[src/rtl/wb_arb_pkg.sv]
// Shared types and constants for the register-file write-port arbiter.
package wb_arb_pkg;

    localparam int DEF_DATA_W = 32;
    localparam int DEF_ADDR_W = 5;

    // Writes to this register are dropped but still consume the port slot.
    localparam int unsigned REG_ZERO = 0;

    typedef enum logic [1:0] {
        ST_EMPTY   = 2'd0,
        ST_PENDING = 2'd1,
        ST_FORCED  = 2'd2
    } arb_state_e;

endpackage

[src/rtl/wb_result_fifo.sv]
// Small in-order buffer of MDU results, with a per-entry live bit that a
// younger pipeline write to the same register can clear.
module wb_result_fifo
    import wb_arb_pkg::*;
#(
    parameter int DATA_W = DEF_DATA_W,
    parameter int ADDR_W = DEF_ADDR_W,
    parameter int DEPTH  = 2
) (
    input  logic              clk,
    input  logic              rst,
    input  logic              enq,
    input  logic [ADDR_W-1:0] enq_addr,
    input  logic [DATA_W-1:0] enq_data,
    input  logic              deq,
    input  logic              kill_en,
    input  logic [ADDR_W-1:0] kill_addr,
    output logic              head_live,
    output logic [ADDR_W-1:0] head_addr,
    output logic [DATA_W-1:0] head_data,
    output logic              empty,
    output logic              full,
    output logic              empty_next,
    output logic              full_next
);

    localparam int PTR_W = $clog2(DEPTH);
    localparam int CNT_W = PTR_W + 1;

    logic [DEPTH-1:0]  live_q, live_d;
    logic [ADDR_W-1:0] addr_q [DEPTH];
    logic [ADDR_W-1:0] addr_d [DEPTH];
    logic [DATA_W-1:0] data_q [DEPTH];
    logic [DATA_W-1:0] data_d [DEPTH];
    logic [PTR_W-1:0]  rd_ptr_q, rd_ptr_d;
    logic [PTR_W-1:0]  wr_ptr_q, wr_ptr_d;
    logic [CNT_W-1:0]  count_q, count_d;

    always_comb begin
        live_d   = live_q;
        addr_d   = addr_q;
        data_d   = data_q;
        rd_ptr_d = rd_ptr_q;
        wr_ptr_d = wr_ptr_q;
        for (int i = 0; i < DEPTH; i++) begin
            if (kill_en && (addr_q[i] == kill_addr)) begin
                live_d[i] = 1'b0;
            end
        end
        if (deq) begin
            live_d[rd_ptr_q] = 1'b0;
            rd_ptr_d         = rd_ptr_q + PTR_W'(1);
        end
        // The incoming entry is younger than any same-cycle pipeline write.
        if (enq) begin
            live_d[wr_ptr_q] = 1'b1;
            addr_d[wr_ptr_q] = enq_addr;
            data_d[wr_ptr_q] = enq_data;
            wr_ptr_d         = wr_ptr_q + PTR_W'(1);
        end
        count_d = count_q + CNT_W'(enq) - CNT_W'(deq);
    end

    always_ff @(posedge clk) begin
        if (rst) begin
            live_q   <= '0;
            rd_ptr_q <= '0;
            wr_ptr_q <= '0;
            count_q  <= '0;
            for (int i = 0; i < DEPTH; i++) begin
                addr_q[i] <= '0;
                data_q[i] <= '0;
            end
        end else begin
            live_q   <= live_d;
            rd_ptr_q <= rd_ptr_d;
            wr_ptr_q <= wr_ptr_d;
            count_q  <= count_d;
            addr_q   <= addr_d;
            data_q   <= data_d;
        end
    end

    assign head_live  = live_q[rd_ptr_q];
    assign head_addr  = addr_q[rd_ptr_q];
    assign head_data  = data_q[rd_ptr_q];
    assign empty      = (count_q == '0);
    assign full       = (count_q == CNT_W'(DEPTH));
    assign empty_next = (count_d == '0);
    assign full_next  = (count_d == CNT_W'(DEPTH));

endmodule

[src/rtl/wb_port_arbiter.sv]
// Shares the register-file write port between the pipeline writeback and
// buffered MDU results; MDU results fill idle slots or force a short stall.
module wb_port_arbiter
    import wb_arb_pkg::*;
#(
    parameter int DATA_W     = DEF_DATA_W,
    parameter int ADDR_W     = DEF_ADDR_W,
    parameter int FIFO_DEPTH = 2,
    parameter int STARVE_MAX = 4
) (
    input  logic              clk,
    input  logic              rst,
    input  logic              pipe_valid,
    input  logic [ADDR_W-1:0] pipe_addr,
    input  logic [DATA_W-1:0] pipe_data,
    output logic              pipe_stall,
    input  logic              mdu_valid,
    output logic              mdu_ready,
    input  logic [ADDR_W-1:0] mdu_addr,
    input  logic [DATA_W-1:0] mdu_data,
    output logic              rf_we,
    output logic [ADDR_W-1:0] rf_waddr,
    output logic [DATA_W-1:0] rf_wdata,
    output arb_state_e        dbg_state
);

    localparam int SC_W = $clog2(STARVE_MAX + 1);
    localparam logic [SC_W-1:0]   STARVE_LIM = SC_W'(STARVE_MAX);
    localparam logic [ADDR_W-1:0] ZERO_ADDR  = ADDR_W'(REG_ZERO);

    arb_state_e        state_q, state_d;
    logic [SC_W-1:0]   starve_q, starve_d, starve_sat;
    logic              rf_we_q, rf_we_d;
    logic [ADDR_W-1:0] rf_waddr_q, rf_waddr_d;
    logic [DATA_W-1:0] rf_wdata_q, rf_wdata_d;
    logic              mdu_ready_q, mdu_ready_d;

    logic              enq, deq, grant_pipe;
    logic              head_live;
    logic [ADDR_W-1:0] head_addr;
    logic [DATA_W-1:0] head_data;
    logic              fifo_empty, fifo_full, fifo_empty_next, fifo_full_next;

    assign enq = mdu_valid && mdu_ready_q;

    wb_result_fifo #(
        .DATA_W (DATA_W),
        .ADDR_W (ADDR_W),
        .DEPTH  (FIFO_DEPTH)
    ) u_fifo (
        .clk        (clk),
        .rst        (rst),
        .enq        (enq),
        .enq_addr   (mdu_addr),
        .enq_data   (mdu_data),
        .deq        (deq),
        .kill_en    (grant_pipe),
        .kill_addr  (pipe_addr),
        .head_live  (head_live),
        .head_addr  (head_addr),
        .head_data  (head_data),
        .empty      (fifo_empty),
        .full       (fifo_full),
        .empty_next (fifo_empty_next),
        .full_next  (fifo_full_next)
    );

    // Grant decision depends only on the registered state and the pipeline request.
    always_comb begin
        grant_pipe = 1'b0;
        deq        = 1'b0;
        pipe_stall = 1'b0;
        case (state_q)
            ST_EMPTY:   grant_pipe = pipe_valid;
            ST_PENDING: begin
                grant_pipe = pipe_valid;
                deq        = !pipe_valid && !fifo_empty;
            end
            ST_FORCED: begin
                deq        = 1'b1;
                pipe_stall = pipe_valid;
            end
            default: ;
        endcase
    end

    always_comb begin
        state_d    = state_q;
        starve_sat = (starve_q == STARVE_LIM) ? STARVE_LIM : starve_q + SC_W'(1);
        case (state_q)
            ST_EMPTY: begin
                if (enq) state_d = ST_PENDING;
            end
            ST_PENDING: begin
                if (deq) begin
                    if (fifo_empty_next) state_d = ST_EMPTY;
                end else if ((starve_sat == STARVE_LIM) || fifo_full) begin
                    state_d = ST_FORCED;
                end
            end
            ST_FORCED: begin
                if (fifo_empty_next)     state_d = ST_EMPTY;
                else if (!fifo_full_next) state_d = ST_PENDING;
            end
            default: state_d = ST_EMPTY;
        endcase

        starve_d = (state_q == ST_PENDING && !deq) ? starve_sat : '0;

        rf_we_d    = 1'b0;
        rf_waddr_d = rf_waddr_q;
        rf_wdata_d = rf_wdata_q;
        if (grant_pipe) begin
            rf_we_d    = (pipe_addr != ZERO_ADDR);
            rf_waddr_d = pipe_addr;
            rf_wdata_d = pipe_data;
        end else if (deq) begin
            rf_we_d    = head_live && (head_addr != ZERO_ADDR);
            rf_waddr_d = head_addr;
            rf_wdata_d = head_data;
        end

        mdu_ready_d = !fifo_full_next;
    end

    always_ff @(posedge clk) begin
        if (rst) begin
            state_q     <= ST_EMPTY;
            starve_q    <= '0;
            rf_we_q     <= 1'b0;
            rf_waddr_q  <= '0;
            rf_wdata_q  <= '0;
            mdu_ready_q <= 1'b0;
        end else begin
            state_q     <= state_d;
            starve_q    <= starve_d;
            rf_we_q     <= rf_we_d;
            rf_waddr_q  <= rf_waddr_d;
            rf_wdata_q  <= rf_wdata_d;
            mdu_ready_q <= mdu_ready_d;
        end
    end

    assign rf_we     = rf_we_q;
    assign rf_waddr  = rf_waddr_q;
    assign rf_wdata  = rf_wdata_q;
    assign mdu_ready = mdu_ready_q;
    assign dbg_state = state_q;

endmodule
[config.mk]
export PLATFORM = sky130hd
export DESIGN_NAME = wb_port_arbiter
export DESIGN_NICKNAME = d
export VERILOG_FILES = /design/src/rtl/wb_arb_pkg.sv /design/src/rtl/wb_result_fifo.sv /design/src/rtl/wb_port_arbiter.sv
export SDC_FILE = /design/constraint.sdc
export NUM_CORES = 1
export LEC_CHECK = 0
export ABC_AREA = 1
export BUFFER_PORTS_ARGS = -buffer_cell sky130_fd_sc_hd__buf_2
export CAP_MARGIN = 20
export CORE_ASPECT_RATIO = 1.1
export CORE_MARGIN = 2
export CORE_UTILIZATION = 50
export CTS_BUF_LIST = sky130_fd_sc_hd__clkbuf_16
export CTS_CLUSTER_DIAMETER = 30
export DETAILED_ROUTE_END_ITERATION = 7
export PLACE_DENSITY = 0.76
export SETUP_SLACK_MARGIN = 0.02
export SKIP_CTS_REPAIR_TIMING = 1
export SLEW_MARGIN = 20
export SYNTH_ARGS = -nofsm -noshare
export SYNTH_HDL_FRONTEND = slang
export SYNTH_HIERARCHICAL = 1
export SYNTH_SLANG_ARGS = --single-unit
export TNS_END_PERCENT = 50
[constraint.sdc]
create_clock -name clk -period 4.4 [get_ports clk]
set_input_delay 0.22 -clock clk [delete_from_list [all_inputs] [get_ports clk]]
set_output_delay 0.22 -clock clk [all_outputs]
set_load 0.005 [all_outputs]
==> flow_summary.ini, run 1 <==
[run_status]
outcome = finished clean

[global_routing]
grt_pass1_wl_mm = 23.2
grt_max_degree = 83
grt_overflow = 0
antenna_found_initial = 0
grt_usage_pct = 24.1
grt_pass1_vias = 4831

[setup_path]
rr_endpoint = dbg_state[0]$_SDFFE_PP0P_
timing.rr.start = dbg_state[0]$_SDFFE_PP0P_
critPathCaptureType = flop
path_depth = 20
path_delay_family = simple AND/OR/NAND/NOR gates
worstPathArrival_ns = 2.97
critPathMaxStageDelay_ns = 0.41
endpoint = dbg_state[0]$_SDFFE_PP0P_
worst-setup-path-type = reg2reg
cp_common_cell = inv_1
start_kind = flop
cpMaxStageDelayCell = dfxtp_1
path_cells = inv_1, ha_1, inv_1, nand2_2, nand2_2, inv_1, ha_1, inv_1, ha_1, xor2_1, inv_1, nor2_1, nor2_1, nand2_1, nand2_1, inv_1, nand2_1, nor2_1, nor2_1, nor2_1
path_buf_inv = 6
regToRegSetupSlack_ns = 1.77
cp.required_ns = 4.74
worst_setup_path_startpoint = dbg_state[0]$_SDFFE_PP0P_
worstRegToRegCells = 20
crit_fanout = 5

[route]
wl_met1_mm = 6.55
met2WireLength_mm = 6.50
highest_layer = met4
viasPerCell = 5.19
wl_mm = 14.3
vias = 5520
drcViolationCount = 0
post_drt_wl_per_cell_microns = 13.5
detail_route.iter0.violations = 448
drtAntennaViolNets = 0
firstDrtPassIters = 5
wl_met3_mm = 1.07

[timing]
fmaxAchievable_mhz = 380
hold_viol = 0
tns_ns = 0
maxSlewHeadroom_pct = 40.3
worst_pin_slew_ns = 0.896
setup_violations = 0
drv_slew = 0
period_needed_ns = 2.63
finalCritPeriodShare_pct = 59.8
fin_skew_ns = 0.00560
rsz0062_at_grt = no

[finish]
area_growth_pct = 20.1
seq_area_sq_um = 2480
multi_input_area_sq_um = 2630
diodes = 0
nets = 989
drive_above_1_share_pct = 18.2
fill_cells = 1045

[synthesis]
yosys.area_share.adder_pct = 1.80
synth_seq_cells = 124
ys.flop_type = dfxtp_1
yosys.area_share.xor_xnor_pct = 0.316
yosysWarnings = 6
yosys.area_share.simple_pct = 28.8
avgSynthCellArea_sq_um = 6.86
synthTopCellsByCount = nand2_1 (362), dfxtp_1 (124), a21oi_1 (73)
netlist-cell-type-count = 28
synthTopCellsByArea = dfxtp_1 (45%), nand2_1 (24%), a21oi_1 (6.6%)
synthCells = 809
synth_top_family_by_area = simple AND/OR/NAND/NOR gates
seq_area_frac_synth_pct = 44.7
synth_fp_nets = 895
synth_mux_area_share_pct = 0
synth_compound_area_share_pct = 16.4
yosysMostFrequentCell = nand2_1
synth-async-reset-ratio_pct = 0
yosys.area.top_type = dfxtp_1
synth_edf_count = 0
yosysTopAreaCellShare_pct = 44.7
syn-cell-area_sq_um = 5550

[placed_design]
io_buffers = 119
dp_hpwl_mm = 9.18
place_congestion = 0.827

[clock_network]
clk_pin_slew_ns = 0.05
clockRootBuffer = clkbuf_16
cts_tree = yes
clk_path_buf_depth = 2
htreeDepth = 4
numCtsBuffers = 17
cts.sinks = 124
insertion_delay_ns = 0.41

[power]
max-vdd-ir-drop_mv = 0.277
powerDensity_nw_per_um2 = 603
power_mw = 4.02
leakage_nw = 2.93

[floorplanning]
rows = 40
dieArea_sq_um = 12000
core_sq_um = 10900
pin_count = 120
initial_core_util_pct = 51.1
die_width_microns = 104
dieHeight_microns = 114

[hold_path]
hold_path.class = in2reg

[run]
cap_violations = 0
cells by family after synthesis:
group,Yosys count
AOI/OAI and AO/OA,164
adders and majority gates,8
buffers and inverters,94
and+or+nand+nor,417
xor gates and xnor gates,2
DFF,124
routing by layer:
layer,vias to the layer above,GRT usage [%]
met4,0,9.19
met2,206,36.6
met1,2515,34.0
met5,-,0
li1,2781,-
met3,18,4.67
sequential cells by signal, summed over array words and instances, names as in the netlist, 2 cells and up:
name	cells
u_fifo/data_q	64
u_fifo/addr_q	10
u_fifo/live_q	2
starve_q	3
u_fifo/count_q	2
rf_waddr	5
rf_wdata	32
dbg_state	2
worst reg2reg max path, cell delays in order (launching register included):
cell and delay, ns:
dfxtp_1 0.41, inv_1 0.09, ha_1 0.21, inv_1 0.09, nand2_2 0.08, nand2_2 0.08, inv_1 0.09, ha_1 0.29
inv_1 0.04, ha_1 0.17, xor2_1 0.23, inv_1 0.06, nor2_1 0.14, nor2_1 0.08, nand2_1 0.06, nand2_1 0.05
inv_1 0.04, nand2_1 0.06, nor2_1 0.15, nor2_1 0.05, nor2_1 0.09
layout make-up:
type / count / area share [%]
clock buffer: 17 / 6.38
timing repair buffer: 126 / 9.83
inverter: 43 / 2.42
clock inverter: 15 / 1.97
multi-input combinational: 591 / 39.4
sequential: 124 / 37.2
tap: 147 / 2.76
power breakdown:
part / switching (mW) / internal [mW]
combinational: 0.818 / 0.434
clock: 0.484 / 0.817
sequential: 0.118 / 1.35
total: 1.42 / 2.60
how the worst min path moves through the flow:
stage                              startpoint                              to  slack, ns  depth (start not counted)
6_report                          mdu_data[6]   u_fifo/data_q[6]$_SDFFE_PP0P_       0.07                          3
5_1_grt                          mdu_data[28]  u_fifo/data_q[28]$_SDFFE_PP0P_       0.07                          3
4_1_cts                          mdu_data[11]  u_fifo/data_q[11]$_SDFFE_PP0P_       0.06                          3
3_5_place_dp   u_fifo/data_q[61]$_SDFFE_PP0P_  u_fifo/data_q[61]$_SDFFE_PP0P_       0.45                          2
3_3_place_gp   u_fifo/data_q[56]$_SDFFE_PP0P_  u_fifo/data_q[56]$_SDFFE_PP0P_       0.45                          2
2_1_floorplan                             rst            mdu_ready$_SDFF_PP0_       0.29                          1
placed cells by master, fill, tap and decap left out, types with 2 or more instances in the layout:
cell type | Yosys | routed
a211oi_1 | 4 | 4
a211oi_2 | 4 | 4
a21oi_1 | 73 | 73
a31oi_1 | 38 | 38
buf_2 | 18 | 119
buf_4 | 7 | 6
bufinv_16 | 0 | 2
clkbuf_16 | 0 | 17
clkinv_1 | 1 | 6
clkinv_2 | 0 | 3
clkinvlp_4 | 0 | 5
dfxtp_1 | 124 | 124
ha_1 | 8 | 8
inv_1 | 38 | 38
inv_2 | 4 | 4
nand2_1 | 362 | 362
nand2_2 | 4 | 4
nand3_1 | 6 | 6
nor2_1 | 40 | 40
nor3_1 | 3 | 3
o21ai_0 | 21 | 21
o21ai_1 | 23 | 23
stage by stage:
stage | util [%] | cell area, sq um | cells | worst slack (ns) | hold WS, ns
floorplan | - | 5550 | 809 | 2.03 | 0.287
global placement | 56.1 | 6090 | 1030 | 1.90 | 0.449
detailed placement | 56.1 | 6090 | 1030 | 1.81 | 0.452
CTS | 61.2 | 6650 | 1062 | 1.80 | 0.0575
global route | 61.4 | 6670 | 1063 | 1.45 | 0.0676
finish | 61.4 | 6670 | 1063 | 1.77 | 0.0666
(Power assumes the default switching activity.)
==> inputs of run 2 (changes only) <==
--- a/config.mk
+++ b/config.mk
@@ -10,11 +10,11 @@
 export CAP_MARGIN = 20
 export CORE_ASPECT_RATIO = 1.1
 export CORE_MARGIN = 2
-export CORE_UTILIZATION = 50
+export CORE_UTILIZATION = 49
 export CTS_BUF_LIST = sky130_fd_sc_hd__clkbuf_16
 export CTS_CLUSTER_DIAMETER = 30
 export DETAILED_ROUTE_END_ITERATION = 7
-export PLACE_DENSITY = 0.76
+export PLACE_DENSITY = 0.78
 export SETUP_SLACK_MARGIN = 0.02
 export SKIP_CTS_REPAIR_TIMING = 1
 export SLEW_MARGIN = 20
==> constraint.sdc (replaced) <==
create_clock -name clk -period 2.4 [get_ports clk]
set_input_delay 0.12 -clock clk [delete_from_list [all_inputs] [get_ports clk]]
set_output_delay 0.12 -clock clk [all_outputs]
set_load 0.005 [all_outputs]
==> flow_summary.ini, run 2 (synthesis results as in run 1) <==
[run_status]
outcome = complete, but fails checks
violations = negative hold slack

[route]
post_drt_wl_per_cell_microns = 13.9
firstDrtPassIters = 5
viasPerCell = 5.12
wl_mm = 15.3
drcViolationCount = 0
vias = 5664
detail_route.iter0.violations = 596
drtAntennaViolNets = 0

[global_routing]
grt_usage_pct = 24.7
grt_overflow = 0
grt_pass1_vias = 5145
grt_pass1_wl_mm = 24.0
antenna_found_initial = 0
grt_max_degree = 83

[timing]
hold_viol = 21
fin_skew_ns = 0.00821
rsz0062_at_grt = yes
setup_violations = 0
finalCritPeriodShare_pct = 98.0
fmaxAchievable_mhz = 425
worst_pin_slew_ns = 0.863
drv_slew = 0
tns_ns = 0
maxSlewHeadroom_pct = 42.5
period_needed_ns = 2.35
finalHoldWorstSlack_ns = -0.0219

[setup_path]
worst_setup_path_startpoint = dbg_state[1]$_SDFFE_PP0P_
timing.rr.start = dbg_state[1]$_SDFFE_PP0P_
critPathCaptureType = flop
worst-setup-path-type = reg2reg
cp.required_ns = 2.73
worstPathArrival_ns = 2.68
crit_fanout = 5
start_kind = flop

[placed_design]
place_congestion = 0.831
dp_hpwl_mm = 9.81
io_buffers = 119

[finish]
final_common_cell = nand2_1
nets = 1037
max_flop_register = u_fifo/data_q
mostFrequentLayoutCells = nand2_1 (360), dfxtp_1 (122), buf_2 (119), a21oi_1 (73), a31oi_1 (38)
fill_cells = 960
largest_reg_flops = 64
drive_above_1_share_pct = 20.1
area_growth_pct = 28.9

[clock_network]
insertion_delay_ns = 0.40
clockRootBuffer = clkbuf_16
htreeDepth = 4
cts.sinks = 124
numCtsBuffers = 17
clk_pin_slew_ns = 0.05
cts_tree = yes
clk_path_buf_depth = 2

[floorplanning]
dieArea_sq_um = 12200
pin_count = 120
rows = 40
initial_core_util_pct = 50.6
core_sq_um = 11000
die_width_microns = 105
dieHeight_microns = 116

[power]
pwr-share-comb_pct = 36.6
leakage_nw = 3.13
switching_share_pct = 36.0
powerDensity_nw_per_um2 = 1050
seq_power_share_pct = 36.2
power.internal_mw = 4.82
max-vdd-ir-drop_mv = 0.582
power_frac_clock_pct = 27.2
p_switching_mw = 2.71

[hold_path]
hold_path.startpoint = mdu_data[27]
hold_path.class = in2reg

[run]
cap_violations = 0
==> run 2: area by class of cell <==
class / count / area, sq um / area share (%)
Antenna cell: 1 / 2.50 / 0.0350
Clock buffer: 17 / 425 / 5.95
Multi-Input combinational cell: 591 / 2720 / 38.1
Tap cell: 147 / 184 / 2.57
Timing Repair Buffer: 174 / 1120 / 15.7
Sequential cell: 124 / 2490 / 34.8
Clock inverter: 9 / 37.5 / 0.525
Inverter: 43 / 166 / 2.33
==> run 2: final timing paths <==
check / end / slack, ns / depth (start not counted)
worst max-delay path: dbg_state[0]$_SDFFE_PP0P_ / 0.05 / 20
worst min-delay path: u_fifo/data_q[27]$_SDFFE_PP0P_ / -0.02 / 3
worst max register to register: dbg_state[0]$_SDFFE_PP0P_ / 0.05 / 20
worst min register to register: u_fifo/data_q[63]$_SDFFE_PP0P_ / 0.46 / 2
==> run 2: worst max-delay path, cell delays in order (launching register included) <==
cell and delay [ns]:
dfxtp_4 0.39, inv_4 0.06, ha_4 0.16, nand2_2 0.06, nand2_2 0.06, nand2_2 0.10, inv_2 0.06, ha_4 0.26
inv_2 0.04, ha_4 0.15, xor2_2 0.17, buf_4 0.15, nor2_2 0.10, nand2_1 0.06, nand2_1 0.07, inv_2 0.05
nand2_4 0.08, inv_2 0.04, nand3_1 0.07, nand2_1 0.05, nor2_1 0.10
==> run 2: layer usage <==
metal | track usage [%] | vias to the layer above | part of all wire, %
met4 | 8.89 | 0 | 1.9
met5 | 0 | - | 0
met1 | 34.0 | 2574 | 46
li1 | - | 2871 | -
met3 | 5.46 | 27 | 6.0
met2 | 38.2 | 192 | 46
==> run 2: per-stage QoR <==
| step | power [mW] | util (%) | std cells | instance area [sq um] | setup WS, ns |
|---|---|---|---|---|---|
| 2_1_floorplan | 4.44 | - | 809 | 5550 | 0.0255 |
| 3_3_place_gp | 5.11 | 56.7 | 1042 | 6210 | 0.0234 |
| 3_5_place_dp | 5.17 | 56.7 | 1042 | 6210 | -0.0981 |
| 4_1_cts | 7.24 | 60.9 | 1068 | 6670 | -0.113 |
| 5_1_grt | 8.02 | 65.2 | 1105 | 7150 | -0.128 |
| 6_report | 7.53 | 65.2 | 1106 | 7150 | 0.0483 |
==> run 2: power groups by stage <==
stage | Combinational [mW] | Clock (mW) | Sequential, mW
6_report | 2.75 | 2.05 | 2.72
3_5_place_dp | 2.45 | 0 | 2.72
2_1_floorplan | 1.71 | 0 | 2.73
5_1_grt | 3.06 | 2.19 | 2.77
4_1_cts | 2.47 | 2.08 | 2.69
3_3_place_gp | 2.41 | 0 | 2.71
==> inputs of run 3 (changes only) <==
--- a/config.mk
+++ b/config.mk
@@ -14,7 +14,7 @@
 export CTS_BUF_LIST = sky130_fd_sc_hd__clkbuf_16
 export CTS_CLUSTER_DIAMETER = 30
 export DETAILED_ROUTE_END_ITERATION = 7
-export PLACE_DENSITY = 0.78
+export PLACE_DENSITY = 0.79
 export SETUP_SLACK_MARGIN = 0.02
 export SKIP_CTS_REPAIR_TIMING = 1
 export SLEW_MARGIN = 20
==> flow_summary.ini, run 3 (synthesis results as in run 1) <==
[placed_design]
io_buffers = 119
place_congestion = 0.899
place_ws_ns = -0.00217
dp_hpwl_mm = 9.52

[setup_path]
path_buf_inv = 7
critPathCaptureType = flop
regToRegSetupSlack_ns = 0.04
critPathMaxStageDelay_ns = 0.33
worst-setup-path-type = reg2reg
cpMaxStageDelayCell = dfxtp_2
crit_fanout = 3
cp.required_ns = 2.74
path_delay_family = simple AND/OR/NAND/NOR gates
path_cells = buf_6, ha_4, inv_2, nand2_2, nand2_2, inv_2, ha_4, inv_1, ha_2, xor2_2, buf_4, nor2_2, nand2_1, nand2_1, inv_1, nand2_2, inv_2, nand3_1, nand2_1, nor2_1
worstPathArrival_ns = 2.70
start_kind = flop

[run_status]
outcome = complete, but fails checks
violations = negative hold slack

[finish]
largest_reg_flops = 64
mostFrequentLayoutCells = nand2_1 (360), dfxtp_1 (121), buf_2 (119), a21oi_1 (73), dlygate4sd3_1 (49)
area_growth_pct = 32.9
drive_above_1_share_pct = 20.1
final_common_cell = nand2_1
max_flop_register = u_fifo/data_q
nets = 1052

[floorplanning]
dieArea_sq_um = 12200
rows = 40
pin_count = 120
die_width_microns = 105
dieHeight_microns = 116
initial_core_util_pct = 50.6
core_sq_um = 11000

[route]
post_drt_wl_per_cell_microns = 13.8
wl_mm = 15.5
firstDrtPassIters = 5
detail_route.iter0.violations = 513
drcViolationCount = 0
vias = 5805
drtAntennaViolNets = 0
viasPerCell = 5.16

[global_routing]
antenna_found_initial = 0
grt_usage_pct = 23.8
grt_max_degree = 83
grt_overflow = 0
grt_pass1_vias = 4913
grt_pass1_wl_mm = 23.1

[clock_network]
clk_path_buf_depth = 2
htreeDepth = 4
insertion_delay_ns = 0.41
cts.sinks = 124
clk_pin_slew_ns = 0.05
numCtsBuffers = 17
clockRootBuffer = clkbuf_16
cts_tree = yes

[power]
p_switching_mw = 2.73
powerDensity_nw_per_um2 = 1070
leakage_nw = 3.24
pwr-share-comb_pct = 34.6
power_frac_clock_pct = 31.0
seq_power_share_pct = 34.4
power.internal_mw = 5.14
switching_share_pct = 34.7
max-vdd-ir-drop_mv = 0.584

[timing]
layout_setup_ws_ns = 0.0425
finalCritPeriodShare_pct = 98.2
worst_pin_slew_ns = 0.877
hold_viol = 12
fmaxAchievable_mhz = 424
finalHoldWorstSlack_ns = -0.0232
fin_skew_ns = 0.00769
rsz0062_at_grt = yes
period_needed_ns = 2.36
drv_slew = 0
setup_violations = 0
maxSlewHeadroom_pct = 41.5

[run]
cap_violations = 0

[hold_path]
hold_path.class = in2reg
-- run 3: final cells by class --
| cell class | count | area, sq um |
|---|---|---|
| sequential | 124 | 2490 |
| clock inverter | 14 | 139 |
| antenna | 1 | 2.50 |
| tap | 147 | 184 |
| timing repair buffer | 189 | 1270 |
| clock buffer | 17 | 425 |
| fill | 946 | 3580 |
| multi-input combinational | 591 | 2700 |
| inverter | 43 | 161 |
-- run 3: worst paths after layout --
path                            cells past startpoint                        endpoint                      startpoint
worst max-delay path                               20       dbg_state[0]$_SDFFE_PP0P_       dbg_state[1]$_SDFFE_PP0P_
worst min-delay path                                3       rf_wdata[10]$_SDFFE_PP0P_                   pipe_data[10]
worst max register to register                     20       dbg_state[0]$_SDFFE_PP0P_       dbg_state[1]$_SDFFE_PP0P_
worst min register to register                      2  u_fifo/data_q[30]$_SDFFE_PP0P_  u_fifo/data_q[30]$_SDFFE_PP0P_
-- run 3: power by group through the flow --
stage	logic (mW)	clock network [mW]	registers, mW
2_1_floorplan	1.71	0	2.73
3_3_place_gp	2.37	0	2.71
3_5_place_dp	2.40	0	2.71
4_1_cts	2.42	2.47	2.68
5_1_grt	3.01	2.56	2.75
6_report	2.72	2.44	2.71
-- run 3: per-stage QoR --
stage / area, sq um / setup TNS, ns / power [mW] / utilization, % / std cells
floorplan: 5550 / 0 / 4.44 / - / 809
global placement: 6200 / 0 / 5.08 / 56.6 / 1041
detailed placement: 6200 / -0.00434 / 5.11 / 56.6 / 1041
CTS: 6770 / -0.0765 / 7.56 / 61.7 / 1072
global route: 7370 / -0.234 / 8.33 / 67.3 / 1125
finish: 7380 / 0 / 7.87 / 67.3 / 1126
-- run 3: routing by layer --
layer | part of all wire [%] | wire, microns | vias to the layer above | GRT usage (%)
li1 | - | - | 2910 | -
met1 | 45 | 7020 | 2638 | 32.8
met2 | 46 | 7170 | 232 | 36.7
met3 | 6.8 | 1060 | 25 | 5.46
met4 | 1.8 | 274 | 0 | 8.44
met5 | 0 | 0 | - | 0
-- run 3: tightest hold or removal path, cell delays in order --
cell     delay, ns
buf_2         0.09
nand2_1       0.05
a31oi_1       0.07
